`config.mk`:
```
export PLATFORM = sky130hd
export DESIGN_NAME = led_pwm
export DESIGN_NICKNAME = d
export VERILOG_FILES = /design/src/rtl/led_pwm.sv
export SDC_FILE = /design/constraint.sdc
export NUM_CORES = 1
export LEC_CHECK = 0
export ABC_CLOCK_PERIOD_IN_PS = 3050
export BUFFER_PORTS_ARGS = -buffer_cell sky130_fd_sc_hd__buf_2
export CORE_UTILIZATION = 25
export DETAILED_ROUTE_END_ITERATION = 10
export MAX_ROUTING_LAYER = met4
export PLACE_DENSITY_LB_ADDON = 0.3
export REMOVE_ABC_BUFFERS = 1
export SETUP_SLACK_MARGIN = 0.1
export SLEW_MARGIN = 25
export SYNTH_ARGS = -nofsm -noshare
export SYNTH_HDL_FRONTEND = slang
export SYNTH_SLANG_ARGS = --single-unit
```
`constraint.sdc`:
```
create_clock -name clock -period 3.05 [get_ports clock]
set_input_delay 0.915 -clock clock [delete_from_list [all_inputs] [get_ports clock]]
set_output_delay 0.915 -clock clock [all_outputs]
set_load 0.005 [all_outputs]
```
`src/rtl/led_pwm.sv`:
```
// Eight-channel LED PWM driver with a double-buffered duty bank.
// New duties are applied only at a period boundary, so the pins never glitch.
module led_pwm #(
  parameter int PRESCALE   = 255,
  parameter bit ACTIVE_LOW = 1'b1
) (
  input  logic        clock,
  input  logic        reset,
  input  logic [63:0] duty_data,
  input  logic        duty_valid,
  output logic        duty_ready,
  output logic [7:0]  leds,
  output logic        period_start
);

  localparam logic [15:0] PRE_MAX  = 16'(PRESCALE);
  localparam logic [7:0]  LEDS_OFF = ACTIVE_LOW ? 8'hFF : 8'h00;

  logic [15:0] pre_p0;
  logic [7:0]  phase_p0;
  logic [63:0] active_p0;
  logic [63:0] pending_p0;
  logic        pend_full;
  logic        tick;
  logic        boundary;
  logic        accept;
  logic [7:0]  lit_p0;

  function automatic logic [7:0] pin_drive(input logic [7:0] lit);
    return ACTIVE_LOW ? ~lit : lit;
  endfunction

  assign tick       = (pre_p0 == PRE_MAX);
  assign boundary   = tick && (phase_p0 == 8'hFF);
  assign duty_ready = !pend_full && !reset;
  assign accept     = duty_valid && duty_ready;

  // Stage p0: phase against the active duty bank
  always_comb begin
    lit_p0 = '0;
    for (int i = 0; i < 8; i++) begin
      lit_p0[i] = (phase_p0 < active_p0[8*i +: 8]);
    end
  end

  always_ff @(posedge clock) begin
    if (reset) begin
      pre_p0     <= '0;
      phase_p0   <= '0;
      active_p0  <= '0;
      pending_p0 <= '0;
      pend_full  <= 1'b0;
    end else begin
      pre_p0 <= tick ? 16'd0 : pre_p0 + 16'd1;
      if (tick) begin
        phase_p0 <= phase_p0 + 8'd1;
      end
      // A write can only land while the buffer is empty, so it never races the apply
      if (accept) begin
        pending_p0 <= duty_data;
        pend_full  <= 1'b1;
      end else if (boundary && pend_full) begin
        active_p0 <= pending_p0;
        pend_full <= 1'b0;
      end
    end
  end

  // Stage p1: registered pin drive and period marker
  always_ff @(posedge clock) begin
    if (reset) begin
      leds         <= LEDS_OFF;
      period_start <= 1'b0;
    end else begin
      leds         <= pin_drive(lit_p0);
      period_start <= boundary;
    end
  end

endmodule

```
==> impl_metrics.env <==
export IMPL_syn_mean_instance_area_um2=8.03
export IMPL_wl_per_cell_um=13.0
export IMPL_die_area_um2=29700
export IMPL_num_vias=6057
export IMPL_drv_slew=0
export IMPL_crit_path_end_kind="flip-flop"
export IMPL_syn_inst=904
export IMPL_rsz0062_at_grt="false"
export IMPL_clk_pin_slew_worst_paths_ns=0.07
export IMPL_grt_use_total=0.128
export IMPL_power_total_w=0.00470
export IMPL_io_pins=77
export IMPL_grt_first_pass_wirelength_um=29100
export IMPL_viasPerCell=4.47
export IMPL_cts_sinks=162
export IMPL_yosysTopAreaCellShare=0.447
export IMPL_grt_overflow=0
export IMPL_cp_max_fo=19
export IMPL_cap_violations=0
export IMPL_core_um2=28600
export IMPL_cts_root_buf="clkbuf_16"
export IMPL_crit_arrival_ns=2.94
export IMPL_synth_seq_cells=162
export IMPL_clock_skew_ns=0.00911
export IMPL_cts_tree="done"
export IMPL_dpl_cell_area_um2=8070
export IMPL_yosys_cell_types_count=29
export IMPL_port_buffers=76
export IMPL_nNetsFinal=1081
export IMPL_min_period_over_period=0.866
export IMPL_setup_slack_ns=0.408
export IMPL_synthMuxAreaShare=0
export IMPL_synth_compound_area_frac=0.188
export IMPL_worstSkewPairLatency_ns=0.43
export IMPL_synthArstFlopShare=0
export IMPL_hp_class="flip-flop to flip-flop"
export IMPL_design_area_um2=8710
export IMPL_syn2layout_area_growth_pct=19.9
export IMPL_drc=0
export IMPL_synthAdderAreaFrac=0.100
export IMPL_yosys_area_share_xor_xnor=0.0181
export IMPL_yosysWarnings=0
export IMPL_p_per_area_nw_per_um2=540
export IMPL_rows=62
export IMPL_ir_drop_uv=344
export IMPL_first_pass_iters=5
export IMPL_dr_first_iter_drc_count=337
export IMPL_drive_gt1_frac=0.137
export IMPL_synth_area_leader_cell="dfxtp_1"
export IMPL_synthSimpleGateAreaFrac=0.181
export IMPL_clockBufferDepth=2
export IMPL_worst_pin_slew_ns=0.638
export IMPL_grt_pass1_vias=5775
export IMPL_min_period_ns=2.64
export IMPL_slew_limit_headroom=0.574
export IMPL_synth_top_family_by_area="compound AO/OA/AOI/OAI gates"
export IMPL_ys_seq_area_frac=0.447
export IMPL_cts_hold_buffers=0
export IMPL_crit_path_start_kind="flip-flop"
export IMPL_start_util=0.254
export IMPL_grt_max_degree=83
export IMPL_htree_levels=4
export IMPL_synth_commonest_cells="dfxtp_1, nand2_1, o21ai_0, a21oi_1, nand3_1"
export IMPL_dominantRegCellSynth="dfxtp_1"
export IMPL_yosys_cell_count_top_type="dfxtp_1"
export IMPL_dp_slack_ns=0.378
export IMPL_post_cts_buffers=0
export IMPL_hold_viol_final=0
export IMPL_gp_congestion=0.741
export IMPL_fin_tns_setup_ns=0
export IMPL_cp_required_ns=3.35
export IMPL_dp_hpwl_um=11600
export IMPL_max_freq_mhz=379
export IMPL_setup_viol=0
export IMPL_outcome="finished clean"
export IMPL_synth_area_top_cells="dfxtp_1, ha_1, o21ai_0"
export IMPL_synth_edf_count=0
export IMPL_synth_area_um2=7260
export IMPL_path_class="flip-flop to flip-flop"
export IMPL_cts_buffers=17
export IMPL_drt_wl_total_um=17600
export IMPL_cts_resized_gates=0
export IMPL_p_leak_nw=3.14
export IMPL_r2r_slack_ns=0.41
export IMPL_die_w_um=172
export IMPL_holdWs_ns=0.458
export IMPL_die_y_um=172
export IMPL_antenna_found_initial=1
export IMPL_postRouteAntennaNets=0
-- flip-flops by register name, summed over array words and instances, names as in the netlist --
name / count
active_p0: 64
pending_p0: 64
pre_p0: 16
leds: 8
phase_p0: 8
pend_full: 1
period_start: 1
-- stage by stage --
step                       util  std cells
after floorplan               -        843
after global placement    0.282       1321
after detailed placement  0.282       1321
after CTS                 0.304       1353
after global routing      0.304       1354
final                     0.304       1354
-- power breakdown --
group / switching (W) / internal (W) / total, W / leakage, nW
Sequential: 0.0000383 / 0.00219 / 0.00223 / 1.32
Combinational: 0.000109 / 0.0000774 / 0.000186 / 1.52
Clock: 0.000950 / 0.00134 / 0.00229 / 0.304
Total: 0.00110 / 0.00360 / 0.00470 / 3.14
-- cells in the final DEF, fill, tap and decap left out, types with 2 or more instances in the layout --
cell type | netlist | routed
inv_6 | 0 | 4
clkinv_4 | 0 | 2
or4_1 | 7 | 6
buf_12 | 0 | 3
o31ai_1 | 4 | 4
nand2b_1 | 9 | 9
a21oi_1 | 87 | 87
clkinvlp_4 | 0 | 2
a21o_1 | 8 | 8
ha_1 | 58 | 58
nand3_1 | 71 | 71
o211ai_1 | 8 | 8
inv_8 | 0 | 3
or3_1 | 3 | 2
inv_1 | 64 | 63
nor3_1 | 5 | 4
nor2_1 | 20 | 20
nand4_1 | 21 | 21
xnor2_1 | 14 | 14
bufinv_16 | 0 | 3
o21ai_0 | 130 | 130
o21a_1 | 8 | 8
clkbuf_16 | 0 | 17
a211oi_1 | 8 | 8
buf_4 | 0 | 15
dfxtp_1 | 162 | 162
nand2_1 | 145 | 145
buf_2 | 2 | 76
nor4_1 | 6 | 5
-- critical path, stage by stage, from the launching register on --
cell	delay [ns]
dfxtp_1	0.34
or4_1	0.57
or4_2	0.81
buf_4	0.28
nand2_1	0.40
nor2_1	0.11
-- cell type report --
cell class | count | area (um2)
clock inverter | 14 | 191
multi-input combinational | 617 | 3560
tap | 384 | 480
clock buffer | 18 | 439
timing repair buffer | 94 | 553
fill | 3094 | 19900
antenna | 1 | 2.50
sequential | 162 | 3240
inverter | 64 | 240
-- final timing paths --
| kind | cells past startpoint | to | start |
|---|---|---|---|
| worst max-delay path | 5 | pre_p0[11]$_SDFF_PP0_ | pre_p0[13]$_SDFF_PP0_ |
| worst min-delay path | 2 | pending_p0[20]$_SDFFE_PP0P_ | pending_p0[20]$_SDFFE_PP0P_ |
| worst max register to register | 5 | pre_p0[11]$_SDFF_PP0_ | pre_p0[13]$_SDFF_PP0_ |
| worst min register to register | 2 | pending_p0[20]$_SDFFE_PP0P_ | pending_p0[20]$_SDFFE_PP0P_ |
-- cell families after synthesis --
family,Yosys count
buffers and inverters,125
DFF,162
AOI/OAI and AO/OA,254
xor gates and xnor gates,15
adders and majority gates,58
and+or+nand+nor,290
-- layer usage --
metal  vias up  GRT usage  routed length, um
li1       3219          -                  -
met5         -          -                  0
met1      2739      0.167               8910
met3        16     0.0279                645
met4         0     0.0431                201
met2        83      0.195               7820
(Power assumes the default switching activity.)
